**src/rtl/uart_pkg.sv**
```systemverilog
// Shared definitions for the UART transmit path: arbiter FSM states and
// the serializer timing constants the rest of the UART slice is built on.
package uart_pkg;

  localparam int unsigned CLK_FREQ   = 50_000_000;
  localparam int unsigned BAUD_RATE  = 9600;
  localparam int unsigned BAUD_COUNT = CLK_FREQ / BAUD_RATE;

  typedef enum logic [1:0] {
    IDLE   = 2'd0,
    LOCKED = 2'd1,
    START  = 2'd2,
    DRAIN  = 2'd3
  } arb_state_e;

endpackage

```
**src/rtl/rr_pick.sv**
```systemverilog
// Round-robin priority pick: returns the first set request at or above ptr,
// wrapping past NUM_REQ-1 back to 0. Purely combinational.
module rr_pick #(
  parameter int unsigned NUM_REQ = 4,
  parameter int unsigned IDX_W   = $clog2(NUM_REQ)
) (
  input  logic [NUM_REQ-1:0] req,
  input  logic [IDX_W-1:0]   ptr,
  output logic [IDX_W-1:0]   idx,
  output logic               found
);

  int unsigned cand;

  // Scan NUM_REQ candidates starting at ptr; first hit wins.
  always_comb begin
    idx   = '0;
    found = 1'b0;
    cand  = 0;
    for (int unsigned k = 0; k < NUM_REQ; k++) begin
      cand = 32'(ptr) + k;
      if (cand >= NUM_REQ) begin
        cand = cand - NUM_REQ;
      end
      if (!found && req[cand[IDX_W-1:0]]) begin
        found = 1'b1;
        idx   = cand[IDX_W-1:0];
      end
    end
  end

endmodule

```
**src/rtl/uart_tx_arbiter.sv**
```systemverilog
// Shares one external UART serializer among NUM_REQ requesters. A requester
// is locked in for its whole message (until a byte flagged last, or until it
// stays silent for LOCK_TIMEOUT cycles), so message bytes never interleave.
module uart_tx_arbiter
  import uart_pkg::*;
#(
  parameter int unsigned NUM_REQ      = 4,
  parameter int unsigned LOCK_TIMEOUT = 52080
) (
  input  logic                       clk,
  input  logic                       reset_n,
  input  logic [NUM_REQ-1:0]         req_valid,
  input  logic [8*NUM_REQ-1:0]       req_data,
  input  logic [NUM_REQ-1:0]         req_last,
  output logic [NUM_REQ-1:0]         req_ready,
  output logic [7:0]                 tx_data,
  output logic                       tx_start,
  input  logic                       tx_busy,
  output logic [$clog2(NUM_REQ)-1:0] grant_id,
  output logic                       grant_active
);

  localparam int unsigned IDX_W = $clog2(NUM_REQ);
  localparam int unsigned CNT_W = $clog2(LOCK_TIMEOUT + 1);

  arb_state_e       state_q, state_d;
  logic [IDX_W-1:0] rr_ptr_q, rr_ptr_d;
  logic [IDX_W-1:0] grant_id_q, grant_id_d;
  logic             grant_active_q, grant_active_d;
  logic [7:0]       tx_data_q, tx_data_d;
  logic             last_q, last_d;
  logic             blank_q, blank_d;
  logic [CNT_W-1:0] to_cnt_q, to_cnt_d;

  logic [IDX_W-1:0] pick_idx;
  logic             pick_found;
  logic             sel_valid;
  logic             sel_last;
  logic [7:0]       sel_data;
  logic             accept;
  logic [IDX_W-1:0] next_ptr;

  rr_pick #(
    .NUM_REQ (NUM_REQ),
    .IDX_W   (IDX_W)
  ) u_pick (
    .req   (req_valid),
    .ptr   (rr_ptr_q),
    .idx   (pick_idx),
    .found (pick_found)
  );

  // Route the current owner's valid/last/data lanes.
  always_comb begin
    sel_valid = 1'b0;
    sel_last  = 1'b0;
    sel_data  = '0;
    for (int unsigned i = 0; i < NUM_REQ; i++) begin
      if (grant_id_q == IDX_W'(i)) begin
        sel_valid = req_valid[i];
        sel_last  = req_last[i];
        sel_data  = req_data[8*i +: 8];
      end
    end
  end

  // Owner's successor for the round-robin pointer, wrapping at NUM_REQ-1.
  always_comb begin
    if (grant_id_q == IDX_W'(NUM_REQ - 1)) begin
      next_ptr = '0;
    end else begin
      next_ptr = grant_id_q + IDX_W'(1);
    end
  end

  // A byte is taken only when the serializer is free, so one byte at most is in flight.
  always_comb begin
    accept = (state_q == LOCKED) && sel_valid && !tx_busy;
  end

  // Next-state and pulse outputs for the grant/launch/drain sequence.
  always_comb begin
    state_d        = state_q;
    rr_ptr_d       = rr_ptr_q;
    grant_id_d     = grant_id_q;
    grant_active_d = grant_active_q;
    tx_data_d      = tx_data_q;
    last_d         = last_q;
    blank_d        = 1'b0;
    to_cnt_d       = '0;
    req_ready      = '0;
    tx_start       = 1'b0;

    unique case (state_q)
      IDLE: begin
        if (pick_found) begin
          grant_id_d     = pick_idx;
          grant_active_d = 1'b1;
          state_d        = LOCKED;
        end
      end

      LOCKED: begin
        if (accept) begin
          req_ready[grant_id_q] = 1'b1;
          tx_data_d             = sel_data;
          last_d                = sel_last;
          state_d               = START;
        end else if (!sel_valid) begin
          if (to_cnt_q == CNT_W'(LOCK_TIMEOUT - 1)) begin
            grant_active_d = 1'b0;
            rr_ptr_d       = next_ptr;
            state_d        = IDLE;
          end else begin
            to_cnt_d = to_cnt_q + CNT_W'(1);
          end
        end else begin
          // Owner is presenting a byte but the serializer is still busy:
          // the silence counter neither advances nor restarts.
          to_cnt_d = to_cnt_q;
        end
      end

      START: begin
        tx_start = 1'b1;
        blank_d  = 1'b1;
        state_d  = DRAIN;
      end

      DRAIN: begin
        // tx_busy only rises the cycle after tx_start, so the first DRAIN
        // cycle must not read its low level as "serializer done".
        if (!blank_q && !tx_busy) begin
          if (last_q) begin
            grant_active_d = 1'b0;
            rr_ptr_d       = next_ptr;
            state_d        = IDLE;
          end else begin
            state_d = LOCKED;
          end
        end
      end

      default: begin
        state_d = IDLE;
      end
    endcase
  end

  // State and datapath registers; reset abandons any byte in flight.
  always_ff @(posedge clk or negedge reset_n) begin
    if (!reset_n) begin
      state_q        <= IDLE;
      rr_ptr_q       <= '0;
      grant_id_q     <= '0;
      grant_active_q <= 1'b0;
      tx_data_q      <= 8'h00;
      last_q         <= 1'b0;
      blank_q        <= 1'b0;
      to_cnt_q       <= '0;
    end else begin
      state_q        <= state_d;
      rr_ptr_q       <= rr_ptr_d;
      grant_id_q     <= grant_id_d;
      grant_active_q <= grant_active_d;
      tx_data_q      <= tx_data_d;
      last_q         <= last_d;
      blank_q        <= blank_d;
      to_cnt_q       <= to_cnt_d;
    end
  end

  assign tx_data      = tx_data_q;
  assign grant_id     = grant_id_q;
  assign grant_active = grant_active_q;

endmodule
```
**config.mk**
```make
export PLATFORM = sky130hd
export DESIGN_NAME = uart_tx_arbiter
export DESIGN_NICKNAME = d
export VERILOG_FILES = /design/src/rtl/uart_pkg.sv /design/src/rtl/rr_pick.sv /design/src/rtl/uart_tx_arbiter.sv
export SDC_FILE = /design/constraint.sdc
export NUM_CORES = 1
export LEC_CHECK = 0
export BUFFER_PORTS_ARGS = -buffer_cell sky130_fd_sc_hd__buf_2
export CAP_MARGIN = 20
export CORE_ASPECT_RATIO = 0.7
export CORE_MARGIN = 5
export CORE_UTILIZATION = 57
export CTS_CLUSTER_DIAMETER = 150
export CTS_CLUSTER_SIZE = 25
export DETAILED_ROUTE_END_ITERATION = 12
export GPL_TIMING_DRIVEN = 1
export PLACE_DENSITY_LB_ADDON = 0.3
export SYNTH_ARGS = -nofsm -noshare
export SYNTH_HDL_FRONTEND = slang
export SYNTH_SLANG_ARGS = --single-unit
```
**constraint.sdc**
```tcl
create_clock -name clk -period 3 [get_ports clk]
set_input_delay 0.3 -clock clk [delete_from_list [all_inputs] [get_ports clk]]
set_output_delay 0.3 -clock clk [all_outputs]
set_load 0.01 [all_outputs]
```
# ---- After elaboration in Yosys (flattened, before gate mapping)
# Index checks and enable logic that the tools add are counted.
dict set report word_totals {
  latch_bits 0
  reg_bits 33
  n_memories 0
  rom_bits 0
  ramBits 0
  elab_cells 125
}
dict set report op_classes {
  shift 0
  n_bitwise 0
  eq_ne 15
  n_mux 62
  n_reduce_logical 21
  div_mod_pow 0
  mul 0
  add_sub_neg 9
  order_cmp 10
}
# operator count
set ops {}
lappend ops {{2-to-1 mux 16 bit} 4}
lappend ops {{2-to-1 mux 2 bit} 19}
lappend ops {{2-to-1 mux 8 bit} 4}
lappend ops {{2-to-1 mux 1 bit} 25}
lappend ops {{adder 16 x 1 -> 16 bit, second input constant} 1}
lappend ops {{equality test 16 bit, second input constant} 1}
lappend ops {{less-than comparator 2 x 3 -> 1 bit, second input constant} 5}
lappend ops {{inequality test 2 bit, second input constant} 5}
lappend ops {{>= comparator 3 bit, second input constant} 3}
lappend ops {{binary-select mux 1 bit (select 2 bit)} 4}
lappend ops {{equality test 2 bit, second input constant} 4}
lappend ops {{2-to-1 mux 4 bit} 2}
lappend ops {{one-hot mux 2 bit (4 select lines)} 1}
lappend ops {{subtractor 2 x 1 -> 2 bit, second input constant} 4}
lappend ops {{logical AND 1 bit} 7}
lappend ops {{AND reduction 7 bit} 1}
lappend ops {{adder 2 x 2 -> 3 bit, second input constant} 2}
lappend ops {{AND reduction 6 bit} 1}
lappend ops {{zero test 1 bit} 5}
lappend ops {{equality test 2 x 1 -> 1 bit, second input constant} 2}
lappend ops {{zero test 2 bit} 2}
lappend ops {{one-hot mux 2 bit (2 select lines)} 1}
lappend ops {{AND reduction 2 bit} 2}
lappend ops {{AND reduction 4 bit} 1}
lappend ops {{other kinds (11)} 11}

# ---- Logic depth before layout (Yosys ltp)
dict set report logic_depth {
  ltp_word 16
  depth_mapped 9
  ltp_nobuf 7
}

# ---- By module
# A second synthesis with hierarchy kept.
dict set report unflattened {
  cells_unflattened 257
  hier_area_um2 2148.3
}
# mod n_inst area_each_um2 cells_each
set by_module_without_submodules {}
lappend by_module_without_submodules {uart_tx_arbiter 1 2070.7 242}
lappend by_module_without_submodules {rr_pick 1 77.6 15}

# ---- Least setup slack after synthesis
# No wires, ideal clock.
dict set report synth_path {
  path_kind {reg-to-output}
  startpoint {register grant_id_q[0], in the netlist grant_id[0]}
  endpoint {output port req_ready[2]}
  required_ps 2700
  setup_slack_ps 1070
  t_arrival_ps 1630
  path_buffers 1
  stages_incl_launch_ff 7
  cell_sequence {dfrtp_1 ha_1 nor2b_1 a211oi_4 and3b_1 buf_4 and2_1}
}
dict set report synth_between {
  elab_chain_len 9
  elab_cells_between_ends 17
  classes_between {2 x order compare; 3 x eq/ne; 8 x mux; 4 x reduce/logical}
}
# item line
set synth_lines {}
lappend synth_lines {{start: declaration} uart_tx_arbiter.sv:28} ;# logic [IDX_W-1:0] grant_id_q, grant_id_d;
lappend synth_lines {{start signal: assignment} uart_tx_arbiter.sv:164} ;# grant_id_q <= grant_id_d;
lappend synth_lines {{zero test 2 bit} uart_tx_arbiter.sv:59} ;# if (grant_id_q == IDX_W'(i)) begin
lappend synth_lines {{2-to-1 mux 1 bit (4 in a row)} uart_tx_arbiter.sv:59}
lappend synth_lines {{logical AND 1 bit (2 in a row)} uart_tx_arbiter.sv:78} ;# accept = (state_q == LOCKED) && sel_valid && !tx_busy;
lappend synth_lines {{2-to-1 mux 4 bit *} uart_tx_arbiter.sv:104} ;# if (accept) begin
lappend synth_lines {{2-to-1 mux 4 bit *} uart_tx_arbiter.sv:94} ;# unique case (state_q)
lappend synth_lines {{end: declaration} uart_tx_arbiter.sv:15} ;# output logic [NUM_REQ-1:0] req_ready,
# Mark *: on every way between the ends. The rest lies on a longest branch, timed or not.

# ---- Final worst setup path
dict set report layout_path {
  startpoint {register grant_id_q[0], in the netlist grant_id[0]}
  endpoint {output port req_ready[3]}
}
# The elaborated chain is that of the path after synthesis.

==> results.py <==
metrics = {
    "timing": {
        "rsz0062_at_grt": "no",
        "worst_pin_slew_ps": 746,
        "max_freq_ghz": 0.408,
        "tns_ps": 0,
        "post-route-min-period_ps": 2450,
        "hold_viol": 0,
        "post-route-period-util_pct": 81.7,
        "skew_ps": 8.51,
        "slew_headroom_pct": 50.3,
        "slew_violations": 0,
        "final-setup-viol-count": 0,
    },
    "power": {
        "p_leak_nw": 1.19,
        "power_density_mw_per_mm2": 874,
        "ir_drop_mv": 0.571,
    },
    "detailed_routing": {
        "avgRoutedWirePerCell_um": 14.7,
        "dr_total_vias": 2132,
        "dr.pass1.iters": 4,
        "drc": 0,
        "drt_iter0_drc": 128,
        "ant_nets": 0,
        "totalWireLength_um": 5440,
        "via_per_inst": 5.75,
    },
    "floorplanning": {
        "ios": 59,
        "dieHeight_um": 62.1,
        "dieArea_mm2": 0.00525,
        "row_count": 19,
        "fp.dieW_um": 84.5,
        "start_util_pct": 57.8,
        "core_mm2": 0.00383,
    },
    "hold_path": {
        "hp-class": "input port to async pin",
    },
    "cts": {
        "clk_pin_slew_ps": 70,
        "cts.hold.buffers_added": 0,
        "clkSinkCount": 33,
        "ctsLongestPathBuffers": 2,
        "cts_made_buffers": 5,
        "cts_tree": "yes",
        "h-tree-depth": 2,
        "clk-insertion-delay-late_ps": 290,
        "clockRootBuffer": "clkbuf_8",
        "cts_setup_buffers": 0,
        "cts_resized": 0,
    },
    "grt": {
        "grt_max_degree": 34,
        "antenna_found_initial": 0,
        "grt_usage_pct": 20.8,
        "grt_pass1_vias": 1922,
        "globalRouteOverflowTotal": 0,
        "grt_pass1_wl_um": 8910,
    },
    "synthesis": {
        "ys_warn_count": 0,
        "syn-mean-instance-area_um2": 8.44,
        "ys_types": 56,
        "syn-num-nets": 310,
        "synth_cells": 262,
        "synth_area_mm2": 0.00221,
        "ys_async_sr_fraction_pct": 100,
        "synthXorXnorAreaFrac_pct": 1.58,
        "synth_commonest_cells": "nand2_1 (38), dfrtp_1 (33), a21oi_1 (30), nor2_1 (19), o21ai_0 (17)",
        "synth_top_family_by_area": "simple AND/OR/NAND/NOR gates",
        "yosysMostFrequentCell": "nand2_1",
        "synthFlopType": "dfrtp_1",
        "muxShareOfSynthArea_pct": 1.81,
        "ys_seq_area_share_pct": 37.3,
        "yosys.area_share.simple_pct": 26.2,
        "synth_compound_area_share_pct": 23.8,
        "synth-seq-cells": 33,
        "synth-adder-area-share_pct": 2.83,
        "synth_edf_count": 0,
        "yosys.area.top_type": "dfrtp_1",
        "synth_top_area_share_pct": 37.3,
        "synth_area_leaders": "dfrtp_1 (37%), a21oi_1 (6.8%), nand2_1 (6.4%), o21ai_0 (3.8%), nor2_1 (3.2%)",
    },
    "final_layout": {
        "multi_input_area_mm2": 0.00124,
        "regArea_um2": 826,
        "n_antenna_cell": 0,
        "utilization_pct": 68.8,
        "n_fill_cell": 327,
        "final_nets": 366,
        "drive_above_1_share_pct": 28.2,
        "syn_to_final_growth_pct": 19.0,
    },
    "setup_path": {
        "required_ps": 2700,
        "critPathCaptureType": "primary output",
        "cp_max_fo": 11,
        "critPathKind": "flip-flop to primary output",
        "startpoint_type": "flip-flop",
        "arrival_ps": 2150,
    },
    "run": {
        "maxCapViolCount": 0,
    },
    "place": {
        "dp_hpwl_um": 4060,
        "io_buffers": 58,
        "place.gp.congestion": 0.918,
    },
    "outcome": {
        "status": "completed",
    },
}
==> registers in the layout, indices dropped and copies added, names as in the netlist, named ones only <==
| register | flops |
|---|---|
| to_cnt_q | 16 |
| tx_data | 8 |
| grant_id | 2 |
| rr_ptr_q | 2 |
| blank_q | 1 |
| grant_active | 1 |
| last_q | 1 |
| state_q | 1 |
==> placed cells by master, fill, tap and decap left out, types with 5 or more instances in the layout <==
cell	synthesis	routed
a21oi_1	30	30
a22oi_1	9	9
buf_2	1	58
clkbuf_8	0	6
dfrtp_1	33	33
ha_1	5	5
inv_1	16	16
nand2_1	38	38
nand3_1	7	7
nand4_1	8	8
nor2_1	19	19
o21ai_0	17	17
o21ai_1	6	6
==> per-stage QoR <==
step / hold WS [ps] / worst slack, ps / power, mW / instance area [µm²] / cells
floorplan: 4.41 / 1070 / 1.58 / 2210 / 262
global placement: 397 / 904 / 1.83 / 2520 / 363
detailed placement: 398 / 792 / 1.86 / 2520 / 363
CTS: 88.4 / 568 / 2.31 / 2630 / 371
global route: 132 / 451 / 2.47 / 2630 / 371
finish: 64.7 / 549 / 2.30 / 2630 / 371
==> critical path, stage by stage, from the launching register on <==
cell	delay (ps)
dfrtp_1	430
inv_1	120
ha_1	400
nand2_1	120
o21ai_2	240
and3b_1	270
and2_1	150
buf_2	130
==> layout make-up <==
cell class                      instances  share of cell area (%)
Timing Repair Buffer                   62                    12.2
Multi-Input combinational cell        200                    47.3
Sequential cell                        33                    31.4
Tap cell                               52                    2.47
Inverter                               16                    2.28
Clock inverter                          1                    1.14
Clock buffer                            7                    3.28
==> power breakdown <==
group	total, mW	internal (mW)	switching (mW)
clock network	0.440	0.271	0.169
logic	1.17	0.478	0.695
registers	0.690	0.574	0.116
total	2.30	1.32	0.980
==> kinds of logic (layout without fill, tap and decap cells) <==
family	after synthesis	count (layout)
AOI/OAI and AO/OA	83	83
xor gates and xnor gates	4	4
adders and majority gates	5	5
buffers and inverters	29	86
DFF	33	33
muxes	3	3
and+or+nand+nor	105	105
==> per-layer routing <==
layer  vias up  GRT usage [%]  wire [µm]
met5         -              0          0
met4         0           5.53         59
met3         7           4.89        325
met2        51           30.3       2450
met1      1029           31.0       2610
li1       1045              -          -
==> final timing paths <==
kind | from | end | slack [ps] | cells past startpoint
setup / recovery | grant_id[0] | req_ready[3] | 550 | 7
hold / removal | reset_n | grant_id[0] | 60 | 1
setup reg to reg | grant_id[0] | to_cnt_q[8] | 770 | 7
hold reg to reg | grant_active | grant_active | 500 | 2
max in group asynchronous | reset_n | to_cnt_q[6] | 2460 | 1
min in group clk | tx_busy | to_cnt_q[1] | 300 | 3
Note: power is estimated with default switching activity, not from simulation.
